===== config.mk =====
export PLATFORM = sky130hd
export DESIGN_NAME = regfile_rdpipe
export DESIGN_NICKNAME = d
export VERILOG_FILES = /design/src/rtl/regfile_rdpipe.sv
export SDC_FILE = /design/constraint.sdc
export NUM_CORES = 1
export LEC_CHECK = 0
export CAP_MARGIN = 40
export CORE_MARGIN = 4
export CORE_UTILIZATION = 30
export DETAILED_ROUTE_END_ITERATION = 6
export PLACE_DENSITY_LB_ADDON = 0.15
export RECOVER_POWER = 100
export SETUP_SLACK_MARGIN = 0.2
export SYNTH_ARGS = -nofsm -noshare
export SYNTH_HDL_FRONTEND = slang
export SYNTH_SLANG_ARGS = --single-unit

===== constraint.sdc =====
create_clock -name CLK_i -period 1.5 [get_ports CLK_i]
set_input_delay 0.15 -clock CLK_i [delete_from_list [all_inputs] [get_ports CLK_i]]
set_output_delay 0.15 -clock CLK_i [all_outputs]
set_load 0.01 [all_outputs]

===== src/rtl/regfile_rdpipe.sv =====
// -----------------------------------------------------------------------------
// regfile_rdpipe
//
// Parametrised register file: one write port and NUM_RD independent read
// ports. Each read port is registered, so data appears exactly one cycle
// after the request, together with a one-cycle valid strobe. A read that
// addresses the register being written on the same edge returns the new
// write data (write-first bypass). Reads at addresses >= DEPTH return zero
// and raise the port's error flag. Writes at addresses >= DEPTH are dropped.
//
// Optional build macro:
//   REGFILE_ZERO_REG_EN  - register 0 is hard-wired to zero. Writes to it are
//                          dropped, so reads of address 0 (bypassed or not)
//                          return zero with no error.
//
// Parameters:
//   WIDTH   data width in bits (>=1)
//   DEPTH   number of registers (>=2, any value)
//   NUM_RD  number of read ports (>=1)
//   AW      address width, $clog2(DEPTH) (derived, not overridable)
//
// Ports:
//   CLK_i       clock, rising-edge active
//   RST_Ni      asynchronous active-low reset (clears storage and outputs)
//   WR_EN_i     write enable
//   WR_ADDR_i   write address
//   WR_DATA_i   write data
//   RD_EN_i     per-port read request
//   RD_ADDR_i   flattened read addresses, port p at [p*AW +: AW]
//   RD_DATA_o   flattened registered read data, port p at [p*WIDTH +: WIDTH]
//   RD_VALID_o  per-port data-valid strobe (one cycle after the request)
//   RD_ERR_o    per-port out-of-range flag, meaningful when RD_VALID_o is high
// -----------------------------------------------------------------------------
module regfile_rdpipe #(
    parameter  int WIDTH  = 8,
    parameter  int DEPTH  = 8,
    parameter  int NUM_RD = 2,
    localparam int AW     = $clog2(DEPTH)
) (
    input  logic                    CLK_i,
    input  logic                    RST_Ni,
    input  logic                    WR_EN_i,
    input  logic [AW-1:0]           WR_ADDR_i,
    input  logic [WIDTH-1:0]        WR_DATA_i,
    input  logic [NUM_RD-1:0]       RD_EN_i,
    input  logic [NUM_RD*AW-1:0]    RD_ADDR_i,
    output logic [NUM_RD*WIDTH-1:0] RD_DATA_o,
    output logic [NUM_RD-1:0]       RD_VALID_o,
    output logic [NUM_RD-1:0]       RD_ERR_o
);

    // DEPTH as an AW+1 bit constant so the range compare is width-exact even
    // when DEPTH is a power of two (DEPTH itself needs AW+1 bits then).
    localparam logic [AW:0] DEPTH_W = (AW+1)'(DEPTH);

    // Storage and registered read outputs
    logic [DEPTH-1:0][WIDTH-1:0]  r_mem;
    logic [NUM_RD-1:0][WIDTH-1:0] r_rd_data;
    logic [NUM_RD-1:0]            r_rd_valid;
    logic [NUM_RD-1:0]            r_rd_err;

    // Combinational decode and next-state values
    logic                         w_wr_inr;
    logic                         w_wr_hit;
    logic [NUM_RD-1:0]            w_rd_inr;
    logic [NUM_RD-1:0]            w_rd_byp;
    logic [NUM_RD-1:0][WIDTH-1:0] w_rd_mem;
    logic [NUM_RD-1:0][WIDTH-1:0] w_rd_data_nxt;
    logic [NUM_RD-1:0]            w_rd_valid_nxt;
    logic [NUM_RD-1:0]            w_rd_err_nxt;

    assign w_wr_inr = ({1'b0, WR_ADDR_i} < DEPTH_W);

    // w_wr_hit marks a write that really updates a register; the bypass path
    // keys off the same signal so a dropped write can never be bypassed.
`ifdef REGFILE_ZERO_REG_EN
    assign w_wr_hit = WR_EN_i && w_wr_inr && (WR_ADDR_i != {AW{1'b0}});
`else
    assign w_wr_hit = WR_EN_i && w_wr_inr;
`endif

    // Per-port address decode: range check, bypass match and storage mux
    always_comb begin
        w_rd_inr = '0;
        w_rd_byp = '0;
        w_rd_mem = '0;
        for (int p = 0; p < NUM_RD; p++) begin
            w_rd_inr[p] = ({1'b0, RD_ADDR_i[p*AW +: AW]} < DEPTH_W);
            w_rd_byp[p] = w_wr_hit && (RD_ADDR_i[p*AW +: AW] == WR_ADDR_i);
            // AND-OR mux over real entries only; an out-of-range address
            // selects nothing and yields zero.
            for (int i = 0; i < DEPTH; i++) begin
                w_rd_mem[p] = w_rd_mem[p]
                            | ({WIDTH{RD_ADDR_i[p*AW +: AW] == AW'(i)}} & r_mem[i]);
            end
        end
    end

    // Per-port next read result; idle ports hold data and error flag
    always_comb begin
        w_rd_data_nxt  = r_rd_data;
        w_rd_err_nxt   = r_rd_err;
        w_rd_valid_nxt = '0;
        for (int p = 0; p < NUM_RD; p++) begin
            if (RD_EN_i[p]) begin
                w_rd_valid_nxt[p] = 1'b1;
                if (!w_rd_inr[p]) begin
                    w_rd_data_nxt[p] = '0;
                    w_rd_err_nxt[p]  = 1'b1;
                end else if (w_rd_byp[p]) begin
                    w_rd_data_nxt[p] = WR_DATA_i;
                    w_rd_err_nxt[p]  = 1'b0;
                end else begin
                    w_rd_data_nxt[p] = w_rd_mem[p];
                    w_rd_err_nxt[p]  = 1'b0;
                end
            end else begin
                w_rd_valid_nxt[p] = 1'b0;
            end
        end
    end

    // Register storage: async clear, single-port write on a qualified hit
    always_ff @(posedge CLK_i or negedge RST_Ni) begin
        if (!RST_Ni) begin
            r_mem <= '0;
        end else begin
            for (int i = 0; i < DEPTH; i++) begin
                if (w_wr_hit && (WR_ADDR_i == AW'(i))) begin
                    r_mem[i] <= WR_DATA_i;
                end
            end
        end
    end

    // Read output pipeline stage; reset drops any in-flight read
    always_ff @(posedge CLK_i or negedge RST_Ni) begin
        if (!RST_Ni) begin
            r_rd_data  <= '0;
            r_rd_valid <= '0;
            r_rd_err   <= '0;
        end else begin
            r_rd_data  <= w_rd_data_nxt;
            r_rd_valid <= w_rd_valid_nxt;
            r_rd_err   <= w_rd_err_nxt;
        end
    end

    assign RD_DATA_o  = r_rd_data;
    assign RD_VALID_o = r_rd_valid;
    assign RD_ERR_o   = r_rd_err;

endmodule


==> qor.txt, run 1 <==
Outcome -> finished clean
Chip height -> 128.3 um
Post-synthesis sequential area ratio -> 47.24%
Max VDD drop -> 0.5357 mV
Post-DP Area -> 5293 um2
Commonest cells after routing, fill and taps aside -> 82 x dfrtp_1, 57 x mux2_2, 31 x buf_4, 26 x mux4_2, 21 x dlygate4sd2_1
Synth Warn # -> 0
Fin. Hold Viols -> 0
Vias/cell -> 5.047
Net Sw Frac -> 26.38%
Largest net degree at the start of global routing -> 29
Pwr Density -> 1244 nW/um2
Worst-path fanout max -> 6
Number of global-route vias before repair -> 3,253
Clock transition at path regs -> 0.06 ns
CP endpoint kind -> flop
Remaining antenna violation count -> 0
IO Count -> 42
Met3 wire length -> 586 um
Drt first-iter violations -> 165
Sw power -> 1.857 mW
Fin crit share -> 96.04%
Worst skew pair latency -> 0.33 ns
GR Util All Layers -> 16.00%
Clock sink count -> 82
Hold crit path type -> input port to async pin
Final non-filler cell total -> 599
Data required, critical path -> 1.71 ns
Initial Util -> 30.94%
RSZ-0062 raised after global routing -> true
Highest Signal Layer -> met4
Leading post-synthesis cells by cell area -> dfrtp_1 47%, mux2_2 15%, mux4_2 13%
Sequential power share -> 42.8%
Routed met1 length -> 5.632 mm
Part of the power in the clock network -> 32.1%
Most common cell after layout, fill and taps aside -> dfrtp_1
CTS max path bufs -> 2
Clock root buffer -> clkbuf_16
Max cap viols -> 0
Post-synth EDFFs -> 0
Detailed placement HPWL -> 8.465 mm
Routed wire length -> 12.47 mm
Drt pass-1 iters -> 4
Final WS setup -> 0.05945 ns
Num CTS Buffers -> 9
Placer Congestion -> 0.7767
Power, Total -> 7.039 mW
DIE WIDTH -> 128.3 um
Crit Path Class -> input port to flop
Cells after synthesis -> 321
DRC Markers -> 0
Synth top area share -> 47.24%
Cell internal pwr -> 5.182 mW
Routed length per instance -> 20.82 um
Row count -> 43
Core area -> 14,040 um2
Final Cell Area -> 5659 um2
First-pass GRT wire length -> 19.39 mm
Cell variety after synth -> 43
DR WL met2 -> 6.064 mm
#FFs+latches synth -> 82
Asr flop ratio synth -> 100.0%
Final Max Slew Viols -> 0
Die area -> 16,470 um2
Rel. slew slack -> 62.49%
Critical Path AT -> 1.65 ns
Highest Clock Rate -> 694.2 MHz
Critical Path Source Type -> input port
Dpl ws -> -0.5890 ns
Static leakage -> 2.437 nW
Nets -> 437
Finish-stage setup viols -> 0
Min Hold Slack -> 0.3380 ns
Fin crit period -> 1.441 ns
Post-Syn Area -> 4344 um2
Vias -> 3,023
Top_reg_cell synth -> dfrtp_1
GRT overflow -> 0
Area leader, netlist -> dfrtp_1
Combinational power share -> 25.1%
Clock Skews -> 0.005320 ns
Initial antenna violation count -> 0
Cell count after placement -> 567
Area Overhead vs Synth -> 30.27%
PortBufs -> 39
Antenna cells -> 0
Fraction of layout cells with a size suffix above 1 -> 41.29%
CTS HTree Levels -> 3
Actual slew at the worst max-slew pin -> 0.5627 ns
Mapped Avg Cell Area -> 13.53 um2
TritonCTS clock tree -> built
==> timing repair <==
action                     in CTS  in global routing
resized for setup              55                 18
hold endpoints to repair       18                  0
setup endpoints to repair      92                 32
cloned                          1                  0
buffers inserted               12                  3
hold buffers                    1                  0
pin swaps                      10                  8
==> cells in the mapped netlist, types with 2 or more instances <==
cell,instances
buf_6,4
nand4b_1,3
nand2_1,12
xnor2_1,3
mux2i_1,14
mux2_2,57
xor2_2,2
mux4_2,26
o21ai_0,16
nor3b_2,2
a211oi_1,2
clkbuf_1,3
buf_2,7
dfrtp_1,82
a221o_1,6
nor3_2,2
nor2b_1,12
a21oi_1,5
o22ai_1,6
nand4_1,2
nor3_1,2
inv_1,7
nor2_1,11
buf_4,5
buf_1,6
a31oi_1,7
==> cell type report <==
class / count / area (um2)
repair buffers: 107 / 913.4
clock buffers: 13 / 270.3
flip-flops and latches: 82 / 2052
well taps: 180 / 225.2
multi-input cells: 208 / 2137
inverters: 7 / 26.28
clock inverters: 2 / 35.03
fillers: 1357 / 8383
==> path summary, 6_finish.rpt <==
kind / slack, ns / cells past startpoint / endpoint / start
worst max-delay path: 0.06 / 6 / r_mem[46] / WR_EN_i
worst min-delay path: 0.34 / 2 / r_mem[24] / RST_Ni
worst max register to register: 0.06 / 4 / RD_DATA_o[9] / r_mem[57]
worst min register to register: 0.51 / 2 / r_mem[58] / r_mem[58]
max in group asynchronous: 0.28 / 3 / r_mem[36] / RST_Ni
min in group CLK_i: 0.40 / 4 / RD_DATA_o[11] / RD_ADDR_i[5]
==> metal layers <==
| layer | GRT usage, % | vias up |
|---|---|---|
| met4 | 4.931 | 0 |
| met5 | 0 | - |
| li1 | - | 1395 |
| met3 | 3.279 | 11 |
| met2 | 26.42 | 67 |
| met1 | 21.25 | 1550 |
==> per-stage QoR <==
| stage | utilization (%) | setup TNS (ns) |
|---|---|---|
| final | 40.30 | 0 |
| after global routing | 40.30 | -0.08833 |
| after CTS | 41.17 | 0 |
| after detailed placement | 37.69 | -24.64 |
| after global placement | 37.69 | -22.68 |
| after floorplan | - | 0 |
==> power by group through the flow <==
stage	registers [mW]	logic (mW)	clock network (mW)
final	3.01	1.76	2.26
after global routing	3.07	1.93	2.41
after CTS	3.02	1.79	2.33
after detailed placement	3.07	1.72	0
after global placement	3.06	1.69	0
after floorplan	3.00	1.07	0
==> kinds of logic (layout without fill, tap and decap cells) <==
family,Yosys count,count (layout),synth area share (%)
buffers and inverters,32,129,4.090
AND/OR/NAND/NOR,53,53,7.546
XOR/XNOR,6,6,1.555
flip-flops,82,82,47.24
other,1,2,0.08632
multiplexers,97,97,31.48
AO/OA/AOI/OAI,50,50,8.007
==> worst max-delay path: stages <==
cell and delay [ns]:
dlygate4sd2_1 0.25, buf_6 0.13, buf_4 0.15, nand4b_1 0.11
clkbuf_1 0.45, mux2_2 0.40
==> registers in the layout (all words and copies together) (netlist names) <==
register    cells
r_mem          64
RD_DATA_o      16
RD_VALID_o      2
Note: power is estimated with default switching activity, not from simulation.
==> run 2, diff against run 1 <==
--- a/config.mk
+++ b/config.mk
@@ -12,6 +12,7 @@
 export PLACE_DENSITY_LB_ADDON = 0.15
 export RECOVER_POWER = 100
 export SETUP_SLACK_MARGIN = 0.2
+export SLEW_MARGIN = 0
 export SYNTH_ARGS = -nofsm -noshare
 export SYNTH_HDL_FRONTEND = slang
 export SYNTH_SLANG_ARGS = --single-unit
==> constraint.sdc (replaced) <==
create_clock -name CLK_i -period 1.55 [get_ports CLK_i]
set_input_delay 0.155 -clock CLK_i [delete_from_list [all_inputs] [get_ports CLK_i]]
set_output_delay 0.155 -clock CLK_i [all_outputs]
set_load 0.01 [all_outputs]
==> qor.txt, run 2 (synthesis results as in run 1) <==
Clock root buffer -> clkbuf_16
Drt pass-1 iters -> 4
Finish-stage setup viols -> 0
Clock Skews -> 0.007959 ns
RSZ-0062 raised after global routing -> true
CTS max path bufs -> 2
Largest register FFs -> 64
Fraction of layout cells with a size suffix above 1 -> 41.50%
Die area -> 16,470 um2
Reg-to-Reg Start -> r_mem[62]
Row count -> 43
Drt first-iter violations -> 194
PortBufs -> 39
Clock sink count -> 82
Clock transition at path regs -> 0.06 ns
Core area -> 14,040 um2
Routed wire length -> 12.39 mm
First-pass GRT wire length -> 19.56 mm
Fin crit share -> 95.23%
Peak per-stage delay on the critical path -> 0.37 ns
Num CTS Buffers -> 9
TritonCTS clock tree -> built
Setup TNS -> 0 ns
Commonest cells after routing, fill and taps aside -> 82 x dfrtp_1, 57 x mux2_2, 26 x mux4_2, 25 x dlygate4sd2_1, 20 x buf_4
Actual slew at the worst max-slew pin -> 0.7313 ns
Crit Path Class -> input port to flop
Detailed placement HPWL -> 8.416 mm
DRC Markers -> 0
Worst-path fanout max -> 7
Max cap viols -> 0
Nets -> 430
Critical Path Start -> WR_ADDR_i[2]
Static leakage -> 2.443 nW
Initial antenna violation count -> 0
Final core occ -> 40.54%
Area Overhead vs Synth -> 31.05%
Final Max Slew Viols -> 0
Final WS setup -> 0.07391 ns
DIE WIDTH -> 128.3 um
Routed length per instance -> 20.93 um
Critical Path Source Type -> input port
Max VDD drop -> 0.5163 mV
Largest net degree at the start of global routing -> 28
Remaining antenna violation count -> 0
Crit-path slowest cell -> mux2_2
Post-DP Area -> 5331 um2
Vias -> 3,031
Highest Clock Rate -> 677.5 MHz
Largest Register -> r_mem
Data required, critical path -> 1.77 ns
Chip height -> 128.3 um
Final Cell Area -> 5693 um2
Initial Util -> 30.94%
CP endpoint kind -> flop
Critical Path AT -> 1.70 ns
CTS HTree Levels -> 3
Pwr Density -> 1250 nW/um2
Antenna cells -> 0
Final non-filler cell total -> 592
Number of global-route vias before repair -> 3,196
Rel. slew slack -> 51.25%
Hold crit path type -> input port to async pin
Worst skew pair latency -> 0.34 ns
Power, Total -> 7.118 mW
Outcome -> finished clean
Dpl ws -> -0.4418 ns
Most common cell after layout, fill and taps aside -> dfrtp_1
Fin crit period -> 1.476 ns
Cell count after placement -> 563
Min Hold Slack -> 0.4054 ns
Placer Congestion -> 0.7857
Vias/cell -> 5.120
Worst path cell trace -> dlygate4sd2_1 -> buf_2 -> nand2b_4 -> nor3b_2 -> clkbuf_2 -> mux2_2
GRT overflow -> 0
Fin. Hold Viols -> 0
IO Count -> 42
Worst reg2reg setup slack -> 0.10 ns
GR Util All Layers -> 16.04%
==> run 2: path summary, 6_finish.rpt <==
path,depth (start not counted),to
max in group asynchronous,3,RD_DATA_o[8]
min in group CLK_i,2,RD_VALID_o[1]
hold reg to reg,2,r_mem[43]
setup / recovery,6,r_mem[18]
setup reg to reg,4,RD_DATA_o[14]
hold / removal,2,r_mem[9]
==> run 2: worst max-delay path, delay by kind of cell <==
kind	cells	cell delay [ns]
buffers and inverters	3	0.80
AND/OR/NAND/NOR	2	0.37
multiplexers	1	0.37
==> run 2: final cells by class <==
cell class / instances / area [um2]
fill: 1333 / 8349
multi-input combinational: 208 / 2176
sequential: 82 / 2052
timing repair buffer: 100 / 873.3
clock buffer: 9 / 225.2
tap: 180 / 225.2
clock inverter: 6 / 115.1
inverter: 7 / 26.28
==> run 2: what timing repair did <==
| action | in CTS | in global routing |
|---|---|---|
| hold buffers | 1 | 0 |
| resized for setup | 42 | 23 |
| setup buffers | 8 | 3 |
| setup endpoints to repair | 81 | 27 |
| gates cloned | 2 | 0 |
| pin swaps | 9 | 9 |
| endpoints found under the hold margin | 23 | 0 |
==> run 2: per-layer routing <==
layer  routed length (um)  up-vias  track usage [%]
met2                 5871       59            24.89
met3                  394       13            2.408
li1                     -     1376                -
met1                 5888     1583            22.62
met4                  235        0            6.429
met5                    0        -                0
==> run 2: power by group <==
group	switching [mW]	leakage, nW	total [mW]	internal, mW
registers	0.322	0.996	2.93	2.60
clock network	0.911	0.162	2.49	1.57
logic	0.663	1.29	1.71	1.04
total	1.90	2.44	7.12	5.22
==> run 3, diff against run 2 <==
--- a/config.mk
+++ b/config.mk
@@ -6,6 +6,8 @@
 export NUM_CORES = 1
 export LEC_CHECK = 0
 export CAP_MARGIN = 40
+export CELL_PAD_IN_SITES_DETAIL_PLACEMENT = 1
+export CELL_PAD_IN_SITES_GLOBAL_PLACEMENT = 1
 export CORE_MARGIN = 4
 export CORE_UTILIZATION = 30
 export DETAILED_ROUTE_END_ITERATION = 6
==> qor.txt, run 3 (synthesis results as in run 1) <==
Outcome -> finished clean
Critical Path AT -> 1.72 ns
CP endpoint kind -> flop
Crit Path Class -> input port to flop
CTS max path bufs -> 2
Max VDD drop -> 0.5250 mV
Number of global-route vias before repair -> 3,450
Rel. slew slack -> 48.44%
# fillers -> 1,452
TritonCTS clock tree -> built
GR Util All Layers -> 17.16%
Drt first-iter violations -> 94
First-pass GRT wire length -> 21.04 mm
Vias/cell -> 5.115
CTS HTree Levels -> 3
Finish-stage setup viols -> 0
Hold crit path type -> input port to async pin
Nets -> 435
Actual slew at the worst max-slew pin -> 0.7734 ns
Max cap viols -> 0
Routed wire length -> 13.19 mm
Clock Skews -> 0.005222 ns
Die area -> 16,470 um2
Area of the multi-input gates -> 2157 um2
Worst r2r path cells -> 4
Cell count after placement -> 563
Fin. Hold Viols -> 0
Clock root buffer -> clkbuf_16
Fin crit share -> 97.05%
Num CTS Buffers -> 9
Detailed placement HPWL -> 9.058 mm
Largest Register -> r_mem
Antenna cells -> 0
Critical Path Start -> RD_ADDR_i[3]
Final WS setup -> 0.04580 ns
DRC Markers -> 0
Placer Congestion -> 0.7517
Final Max Slew Viols -> 0
Chip height -> 128.3 um
Commonest cells after routing, fill and taps aside -> 82 x dfrtp_1, 56 x mux2_2, 33 x buf_4, 27 x dlygate4sd2_1, 26 x mux4_2
Area Overhead vs Synth -> 33.29%
Reg-to-Reg Start -> r_mem[15]
RSZ-0062 raised after global routing -> true
Final non-filler cell total -> 598
Largest register FFs -> 64
Highest Clock Rate -> 664.8 MHz
Row count -> 43
Worst path cell trace -> dlygate4sd2_1 -> xor2_4 -> o41ai_4 -> clkbuf_1 -> nor2_1 -> a221o_1
Register Area -> 2052 um2
Worst skew pair latency -> 0.34 ns
Pwr Density -> 1235 nW/um2
Clock sink count -> 82
Buffers & Inverters on Critical Path -> 2
Most common cell after layout, fill and taps aside -> dfrtp_1
Critical Path Source Type -> input port
GRT overflow -> 0
Fin crit period -> 1.504 ns
Vias -> 3,059
Drt pass-1 iters -> 4
IO Count -> 42
Core area -> 14,040 um2
Clock transition at path regs -> 0.06 ns
Top delay family on crit path -> buffers and inverters
Fraction of layout cells with a size suffix above 1 -> 40.91%
Static leakage -> 2.506 nW
DIE WIDTH -> 128.3 um
Dpl ws -> -0.5130 ns
Initial Util -> 30.94%
Setup TNS -> 0 ns
Routed length per instance -> 22.06 um
Largest net degree at the start of global routing -> 30
Initial antenna violation count -> 0
Data required, critical path -> 1.77 ns
Remaining antenna violation count -> 0
Crit-path slowest cell -> clkbuf_1
Peak per-stage delay on the critical path -> 0.33 ns
PortBufs -> 39
WP depth -> 6
Worst-path fanout max -> 4
-- run 3: cell types whose count changed in the layout (fill, tap and decap cells not counted), sizes merged --
cell           delta
buf              +17
clkbuf           -14
clkdlybuf4s50     -2
dlygate4sd2       +2
dlygate4sd3       +2
clkdlybuf4s15     +1
clkdlybuf4s25     -1
clkinv            +1
-- run 3: path summary, 6_finish.rpt --
check	slack, ns	to
min in group CLK_i	0.51	r_mem[43]
hold reg to reg	0.51	r_mem[43]
hold / removal	0.43	RD_DATA_o[2]
setup reg to reg	0.08	RD_DATA_o[15]
max in group asynchronous	0.48	r_mem[13]
setup / recovery	0.05	RD_DATA_o[8]
-- run 3: power breakdown --
group,internal [mW],switching (mW)
Clock,1.57,0.895
Sequential,2.60,0.312
Combinational,1.07,0.698
-- run 3: cell type report --
type                            count  area share, %
Clock buffer                        9          3.889
Tap cell                          180          3.889
Multi-Input combinational cell    208          37.25
Clock inverter                      7          2.010
Inverter                            7         0.4538
Timing Repair Buffer              105          17.07
Sequential cell                    82          35.44
-- run 3: per-layer routing --
layer	vias up	wire length [um]	global-route usage [%]
li1	1385	-	-
met1	1621	6035	22.59
met2	41	6656	28.99
met3	12	316	2.698
met4	0	185	5.618
met5	-	0	0
-- run 3: stage by stage --
| step | cell area, um2 | util [%] | power [mW] | hold WS [ns] |
|---|---|---|---|---|
| 2_1_floorplan | 4362 | - | 3.936 | -0.1406 |
| 3_3_place_gp | 5344 | 38.06 | 4.617 | 0.1026 |
| 3_5_place_dp | 5344 | 38.06 | 4.674 | 0.1071 |
| 4_1_cts | 5918 | 42.15 | 7.275 | 0.2886 |
| 5_1_grt | 5791 | 41.24 | 7.529 | 0.4908 |
| 6_report | 5791 | 41.24 | 7.153 | 0.4331 |
-- run 3: what timing repair did --
action,CTS,global route
buffers inserted,16,1
resized for setup,55,9
cloned,1,0
pin swaps,11,10
hold buffers,1,0
setup endpoints to repair,66,20
endpoints found under the hold margin,24,0
